[config.mk]
export PLATFORM = sky130hd
export DESIGN_NAME = jesd207_tx_framer
export DESIGN_NICKNAME = d
export VERILOG_FILES = /design/src/rtl/jesd207_tx_framer.sv
export SDC_FILE = /design/constraint.sdc
export NUM_CORES = 1
export LEC_CHECK = 0
export ABC_AREA = 1
export BUFFER_PORTS_ARGS = -buffer_cell sky130_fd_sc_hd__buf_2
export CORE_MARGIN = 3
export CORE_UTILIZATION = 40
export CTS_CLUSTER_SIZE = 40
export DETAILED_ROUTE_END_ITERATION = 12
export PLACE_DENSITY = 0.72
export REMOVE_ABC_BUFFERS = 1
export SYNTH_ARGS = -nofsm -noshare
export SYNTH_HDL_FRONTEND = slang
export SYNTH_SLANG_ARGS = --single-unit
[constraint.sdc]
create_clock -name clk -period 1.2 [get_ports clk]
set_input_delay 0.24 -clock clk [delete_from_list [all_inputs] [get_ports clk]]
set_output_delay 0.24 -clock clk [all_outputs]
set_load 0.005 [all_outputs]
[src/rtl/jesd207_tx_framer.sv]
// jesd207_tx_framer: pops I/Q entries from the JESD207 FIFO and serialises them onto the SDR TX bus.
// Optional pair/underrun statistics counters are enabled by defining JESD207_TX_STAT_EN.
module jesd207_tx_framer #(
    parameter int SAMPLE_WID = 12,
    parameter int ENTRY_WID  = 24
) (
    input  logic                  clk,
    input  logic                  rst,
    input  logic                  tx_en,
    input  logic                  rempty,
    output logic                  rinc,
    input  logic [ENTRY_WID-1:0]  rdata,
    output logic                  tx_frame,
    output logic [SAMPLE_WID-1:0] tx_data,
    output logic                  tx_active,
    output logic                  underrun,
    input  logic                  underrun_clr
`ifdef JESD207_TX_STAT_EN
    ,
    input  logic                  stat_clr,
    output logic [15:0]           pair_cnt,
    output logic [7:0]            urun_cnt
`endif
);
    typedef enum logic [1:0] {IDLE, FILL, TX_I, TX_Q} state_t;
    state_t state, state_d;
    logic [SAMPLE_WID-1:0] q_hold, hold_d, data_d;
    logic frame_d, pend, pend_d, urun_evt;
    assign tx_active = state == TX_I || state == TX_Q;
    assign urun_evt  = state == TX_I && tx_en && rempty;
    always_ff @(posedge clk) begin
        if (rst) begin
            state    <= IDLE;
            tx_frame <= 1'b0;
            tx_data  <= '0;
            q_hold   <= '0;
            pend     <= 1'b0;
            underrun <= 1'b0;
        end else begin
            state    <= state_d;
            tx_frame <= frame_d;
            tx_data  <= data_d;
            q_hold   <= hold_d;
            pend     <= pend_d;
            underrun <= urun_evt || (underrun && !underrun_clr);
        end
    end
    // pend remembers a pop made in TX_I so TX_Q can chain the next pair without a gap
    always_comb begin
        state_d = state;
        frame_d = tx_frame;
        data_d  = tx_data;
        hold_d  = q_hold;
        pend_d  = 1'b0;
        rinc    = !rst && !rempty && tx_en && (state == IDLE || state == TX_I);
        case (state)
            IDLE: begin
                frame_d = 1'b0;
                data_d  = '0;
                state_d = rinc ? FILL : IDLE;
            end
            FILL: begin
                frame_d = 1'b1;
                data_d  = rdata[ENTRY_WID-1:SAMPLE_WID];
                hold_d  = rdata[SAMPLE_WID-1:0];
                state_d = TX_I;
            end
            TX_I: begin
                frame_d = 1'b0;
                data_d  = q_hold;
                pend_d  = rinc;
                state_d = TX_Q;
            end
            default: begin
                frame_d = pend;
                data_d  = pend ? rdata[ENTRY_WID-1:SAMPLE_WID] : '0;
                hold_d  = pend ? rdata[SAMPLE_WID-1:0] : q_hold;
                state_d = pend ? TX_I : IDLE;
            end
        endcase
    end
`ifdef JESD207_TX_STAT_EN
    logic pair_evt;
    assign pair_evt = state == TX_Q;
    always_ff @(posedge clk) begin
        if (rst) begin
            pair_cnt <= '0;
            urun_cnt <= '0;
        end else begin
            pair_cnt <= stat_clr ? 16'(pair_evt) : pair_cnt + 16'(pair_evt);
            urun_cnt <= stat_clr ? 8'(urun_evt) : urun_cnt + 8'(urun_evt);
        end
    end
`endif
endmodule

==> After elaboration in Yosys (flattened, before gate mapping) <==
Cells that the tools add are included.
{ "totals": {"reg_bits": 29, "input_bits": 29, "output_inout_bits": 16, "word_cells": 36} }
{ "classes": {"n_eq_ne": 3, "muxes": 8, "n_bitwise": 2, "reduce_logical": 17} }
{ "op_table": {"columns": ["cell", "n"], "rows": [
  ["12-bit case mux with 3 select lines", 1],
  ["12-bit 2-to-1 mux", 2],
  ["12-bit case mux with 2 select lines", 1],
  ["1-bit logical AND", 6],
  ["2-bit case mux with 3 select lines", 1],
  ["2-bit == test (second input constant)", 2],
  ["2-bit OR reduction", 2],
  ["1-bit zero test", 3],
  ["1-bit logical OR", 3],
  ["2-bit by 1-bit == test with 1-bit output (second input constant)", 1],
  ["2-bit zero test", 1],
  ["2-bit 2-to-1 mux", 1],
  ["1-bit inverter", 2],
  ["1-bit case mux with 2 select lines", 1],
  ["2-bit AND reduction", 1],
  ["2-bit nonzero test", 1],
  ["1-bit 2-to-1 mux", 1]
]} }

==> Logic depth before layout (Yosys ltp) <==
Gate-level depths: netlist of the first run.
{ "logic_depth": {"word_depth": 6, "mapped_depth": 8, "ltp_nobuf": 7} }

==> Worst setup path after synthesis of the first run <==
No wires, ideal clock.
{ "synth_timing": {"path_type": "flip-flop to output port", "from": "reg state[0]", "to": "out rinc", "arrival_time_ns": 1.043, "slack_ns": -0.083, "path_stages_with_launch": 6, "path_buffers": 1, "cell_sequence": "dfxtp_1 inv_1 ha_1 nor2_4 buf_4 nor4_2"} }
{ "synth_via": {"elab_chain_cells": 3, "elab_cells_between_ends": 4, "classes_between": "eq/ne: 1; reduce/logical: 3"} }
{ "synth_lines": {"columns": ["element", "line", "rtl"], "rows": [
  ["start, declared", "26", "state_t state, state_d;"],
  ["start signal, assigned", "40", "state <= state_d;"],
  ["2-bit == test or 2-bit zero test (tied branches)", "55", "rinc = !rst && !rempty && tx_en && (state == IDLE || state == TX_I);"],
  ["1-bit logical OR *", "55", null],
  ["1-bit logical AND *", "55", null],
  ["end, declared", "11", "output logic rinc,"]
]} }
Every way passes the cells marked *; elsewhere a longest branch is shown, timed or not.

==> Worst setup path in the final report of the first run <==
{ "layout_timing": {"from": "reg state[0]", "to": "out tx_active"} }
{ "layout_via": {"elab_chain_cells": 2, "elab_cells_between_ends": 3, "classes_between": "eq/ne: 2; reduce/logical: 1"} }
{ "layout_lines": {"columns": ["element", "line", "rtl"], "rows": [
  ["2-bit == test", "29", "assign tx_active = state == TX_I || state == TX_Q;"],
  ["1-bit logical OR *", "29", null],
  ["end, declared", "15", "output logic tx_active,"]
]} }
Marks and branches as above.

==> flow_summary.toml, run 1 <==
[synth]
ys.warnings.count = 0
synthCells = 154
post-synth-top-count-cell = "nand2_1"
synth_edf_count = 0
yosys-top-cells-count = "nand2_1, dfxtp_1, a21oi_1"
synth_area_per_cell_sq_um = 8.417
synthArstFlopShare_pct = 0
mappedNetlistArea_sq_mm = 0.001296
yosys.area.top_type = "dfxtp_1"
yosysUniqueCellTypes = 23
synth_area_leaders = "dfxtp_1, nand2_1, nand3b_1"
synthFlopType = "dfxtp_1"
ys_seq_elements = 29
synth_top_area_share_pct = 44.79
yosysSeqAreaShare_pct = 44.79

[placed_design]
dp_hpwl_um = 1942
routabilityCongestion = 0.7448
dp_slack_ps = -188.7
port-buffer-count = 44

[cells_and_area]
num_antenna_cells = 0
final_nets = 256
fin_util_pct = 65.77
fillers = 225
drive_above_1_share_pct = 50.67
syn2layout_area_growth_pct = 56.18

[sta]
skew_ps = 7.383
final-setup-viol-count = 26
setup_ws_ps = -297.3
final-hold-violation-count = 0
slew_headroom_pct = 85.25
final-max-slew-violation-count = 0
hold_ws_ps = 135.9
fin_setup_tns_ps = -4129
fin_crit_sh_pct = 124.8
worst_slew_pin_slew_ps = 219.2
maxClockFrequency_mhz = 667.9
period_needed_ps = 1497
rsz0062_at_grt = "yes"

[min_path]
whs_endpoint = "pend"
worstHoldPathType = "input port to flop"
holdPathStages = 2
hp-start = "rempty"

[job]
maxCapViolCount = 0

[grt]
antenna_found_initial = 0
grtUsageMet3_pct = 4.137
met1_usage_pct = 18.76
met2_usage_pct = 28.33
grt_pass1_vias = 1170
grt_busiest_layer = "met2"
grt_overflow = 0
track_usage_pct = 16.30
grt_start_max_net_pins = 19
grt_pass1_wl_um = 5181

[critical_path]
cp.arrival_ps = 1260
required_ps = 960
r2r-start = "state[0]"
crit_fanout = 4
r2r_end = "tx_data[9]"
cp_cell_sequence = "inv_4 -> ha_4 -> or2_4 -> buf_6"
worst_r2r_path_depth = 8
r2r_setup_slack_ps = -210
slowest_delay_ps = 380
worst-setup-path-type = "flop to output pin"
end_kind = "output pin"
crit_slowest_cell = "dfxtp_4"
crit_path_start_kind = "flop"

[clocking]
root_buffer = "clkbuf_4"
clock_sinks = 29
cts_buffers = 5
htreeDepth = 2
hold_buffers = 0
cts.clk_slew.worst_paths_ps = 80
clk_latency_ps = 320
cts_tree = "yes"
cts_max_path_buffers = 2

[pwr]
ir_drop_uv = 752.5
power_uw = 2345
power.leakage_uw = 0.0009404
power.density_mw_per_mm2 = 1158

[die]
std_cell_rows = 20
dieArea_sq_mm = 0.003960
start_util_pct = 42.11
core_area_sq_mm = 0.003078
boundaryPins = 45
chipHeight_um = 62.93
die-width_um = 62.93

[detailed_routing]
vias = 1224
drtIter0Drc = 66
routed_wl_um = 3200
drc_errors = 0
drt-pass1-iter-count = 4
drtAntennaViolNets = 0
via_per_inst = 4.584
wl_per_cell_um = 11.99

[status]
status = "complete, but fails checks"
violations = "negative setup slack"
## stage by stage
step	instances	cell area, sq um
floorplan	146	1227
global placement	245	1623
detailed placement	245	1623
CTS	263	1916
global route	267	2024
finish	267	2024
## logic make-up (layout without fill, tap and decap cells)
group	Yosys count	in the layout	share of synthesized area [%]
and+or+nand+nor	85	85	35.43
adders and majority gates	5	5	4.826
DFF	29	29	44.79
buffers and inverters	18	87	8.397
AOI/OAI and AO/OA	17	17	6.564
## how the worst max path moves through the flow
| stage | slack, ps | endpoint | cells after the start | startpoint |
|---|---|---|---|---|
| 6_report | -300 | tx_active | 4 | state[0] |
| 3_3_place_gp | -140 | tx_active | 4 | state[0] |
| 5_1_grt | -340 | tx_active | 4 | state[0] |
| 4_1_cts | -290 | tx_active | 4 | state[0] |
| 3_5_place_dp | -190 | tx_active | 4 | state[0] |
| 2_1_floorplan | -160 | q_hold[0] | 6 | state[1] |
## final cells by class
type / count / area, sq um / area share, %
Tap cell: 44 / 55.05 / 2.719
Clock buffer: 7 / 55.05 / 2.719
Multi-Input combinational cell: 107 / 704.4 / 34.80
Sequential cell: 29 / 588.1 / 29.05
Inverter: 10 / 45.04 / 2.225
Clock inverter: 1 / 30.03 / 1.483
Timing Repair Buffer: 69 / 546.8 / 27.01
## flip-flops by register name, indices dropped and copies added (netlist names)
signal    count
q_hold       12
tx_frame      1
tx_data      12
underrun      1
pend          1
state         2
## timing repair
| item | CTS | global route |
|---|---|---|
| setup endpoints to repair | 26 | 26 |
| setup buffers | 6 | 3 |
| pin swaps | 5 | 7 |
| cloned | 4 | 1 |
| gates resized for setup | 26 | 17 |
## critical path, delay by kind of cell, from the launching register on
family | cells | cell delay, ps
DFF | 1 | 380
and+or+nand+nor | 1 | 230
buffers and inverters | 2 | 170
adders and majority gates | 1 | 160
## where the power goes
part           internal [uW]  switching, uW
combinational            268            242
sequential               993           23.1
clock                    497            321
## placed cells by master, fill, tap and decap left out, types with 4 or more instances in the layout
cell      instances
nand2_1          38
buf_4             8
clkbuf_4          5
nor2_1           12
nand3b_1         12
buf_12            4
dfxtp_1          27
buf_2            45
a21oi_2          10
inv_1             5
a21oi_1           6
buf_6             9
nand3_1           5
nand3_2           8
## per-layer routing
metal | up-vias | wire length (um) | share of wire [%]
li1 | 638 | - | -
met1 | 548 | 1481 | 46
met2 | 32 | 1529 | 48
met3 | 6 | 140 | 4.4
met4 | 0 | 48 | 1.5
met5 | - | 0 | 0
Power figures use the tool's default switching activity.
==> run 2: changes to the inputs <==
- CTS_BUF_LIST: unset -> sky130_fd_sc_hd__clkbuf_4
- REMOVE_ABC_BUFFERS: 1 -> unset
==> run 2 against run 1 <==
The flow still finishes with violations (negative setup slack). Utilization rose by 0.69 points. Routed wire length is 2.3% higher. Hold slack worse by 20 ps. Final cell count down 2.6%. Setup slack got worse by 12 ps. Sequential share of layout area decreased by 0.42 points.
==> flow_summary.toml, run 2 (synthesized netlist as in run 1, its figures left out) <==
[status]
status = "complete, but fails checks"
violations = "negative setup slack"

[placed_design]
port-buffer-count = 44
dp_slack_ps = -42.39
routabilityCongestion = 0.8359
dp_hpwl_um = 1894

[grt]
grt_start_max_net_pins = 18
grt_pass1_wl_um = 4981
track_usage_pct = 15.92
grt_overflow = 0
grt_pass1_vias = 1069
antenna_found_initial = 0

[detailed_routing]
wl_per_cell_um = 12.59
via_per_inst = 4.735
routed_wl_um = 3274
drtIter0Drc = 42
drt-pass1-iter-count = 5
drc_errors = 0
drtAntennaViolNets = 0
vias = 1231

[die]
dieArea_sq_mm = 0.003960
boundaryPins = 45
chipHeight_um = 62.93
start_util_pct = 42.11
die-width_um = 62.93
core_area_sq_mm = 0.003078
std_cell_rows = 20

[sta]
period_needed_ps = 1509
fin_crit_sh_pct = 125.7
maxClockFrequency_mhz = 662.7
fin_setup_tns_ps = -2100
setup_ws_ps = -308.9
rsz0062_at_grt = "yes"
final-hold-violation-count = 0
final-setup-viol-count = 26
slew_headroom_pct = 83.31
skew_ps = 15.80
worst_slew_pin_slew_ps = 248.0
final-max-slew-violation-count = 0

[clocking]
cts.clk_slew.worst_paths_ps = 100
cts_tree = "yes"
clock_sinks = 29
cts_max_path_buffers = 2
cts_buffers = 5
root_buffer = "clkbuf_4"
clk_latency_ps = 340
htreeDepth = 2

[job]
maxCapViolCount = 0

[cells_and_area]
multi_input_area_sq_um = 795.8
layout_common_cells = "buf_2, nand2_1, dfxtp_1"
fin_util_pct = 66.46
final_nets = 249
seqCellArea_sq_um = 585.6
drive_above_1_share_pct = 52.78
fillers = 239
num_antenna_cells = 0
syn2layout_area_growth_pct = 57.82
mostFrequentLayoutCell = "buf_2"
largestRegisters = "q_hold x12, tx_data x12, state x2"

[critical_path]
worst-setup-path-type = "flop to output pin"
crit_path_start_kind = "flop"
end_kind = "output pin"
crit_fanout = 3
worst_r2r_path_depth = 8
required_ps = 960
crit_start = "state[0]"
r2r-start = "state[1]"
cp.arrival_ps = 1270

[min_path]
hp-start = "rdata[17]"
worstHoldPathType = "input port to flop"
holdPathStages = 3

[pwr]
power.leakage_uw = 0.0009355
power_uw = 2180
power.density_mw_per_mm2 = 1066
ir_drop_uv = 763.3

[synth]
syn_nets = 188
## run 2: final timing paths
kind,slack (ps),endpoint
setup reg to reg,-120,q_hold[7]
setup / recovery,-310,tx_active
hold reg to reg,460,underrun
hold / removal,120,tx_data[5]
## run 2: layout make-up
type | instances | share of cell area [%]
Tap cell | 44 | 2.691
Inverter | 10 | 2.324
Sequential cell | 29 | 28.62
Clock inverter | 2 | 0.4893
Multi-Input combinational cell | 108 | 38.90
Clock buffer | 6 | 2.202
Timing Repair Buffer | 61 | 24.77
## run 2: power by group
part           internal, uW  leakage [uW]  switching [uW]
clock                   245     0.0000354             345
sequential              994      0.000236            22.3
combinational           303      0.000665             271
total                  1540      0.000936             638
## run 2: critical path, cell delays in order, from the launching register on
cell	delay, ps
dfxtp_2	370
inv_4	60
ha_4	170
or2_4	230
buf_6	110
## run 2: layer usage
metal | GRT usage [%] | vias to the layer above | part of all wire (%)
met5 | 0 | - | 0
met4 | 6.612 | 0 | 1.6
met3 | 3.597 | 6 | 5.3
met2 | 24.51 | 43 | 47
met1 | 21.31 | 553 | 46
li1 | - | 629 | -
## run 2: through the flow
stage / hold slack, ps / area (sq um) / instances
6_report: 115.8 / 2046 / 260
5_1_grt: 116.9 / 2046 / 260
4_1_cts: 123.4 / 1921 / 256
3_5_place_dp: 445.6 / 1618 / 240
3_3_place_gp: 449.5 / 1618 / 240
2_1_floorplan: 301.7 / 1333 / 154
## run 2: timing repair
item	CTS	global route
hold buffers	0	0
buffers inserted	4	2
endpoints found under the hold margin	0	0
endpoints found under the setup margin	26	28
pin swaps	3	8
gates cloned	4	2
resized for setup	35	11
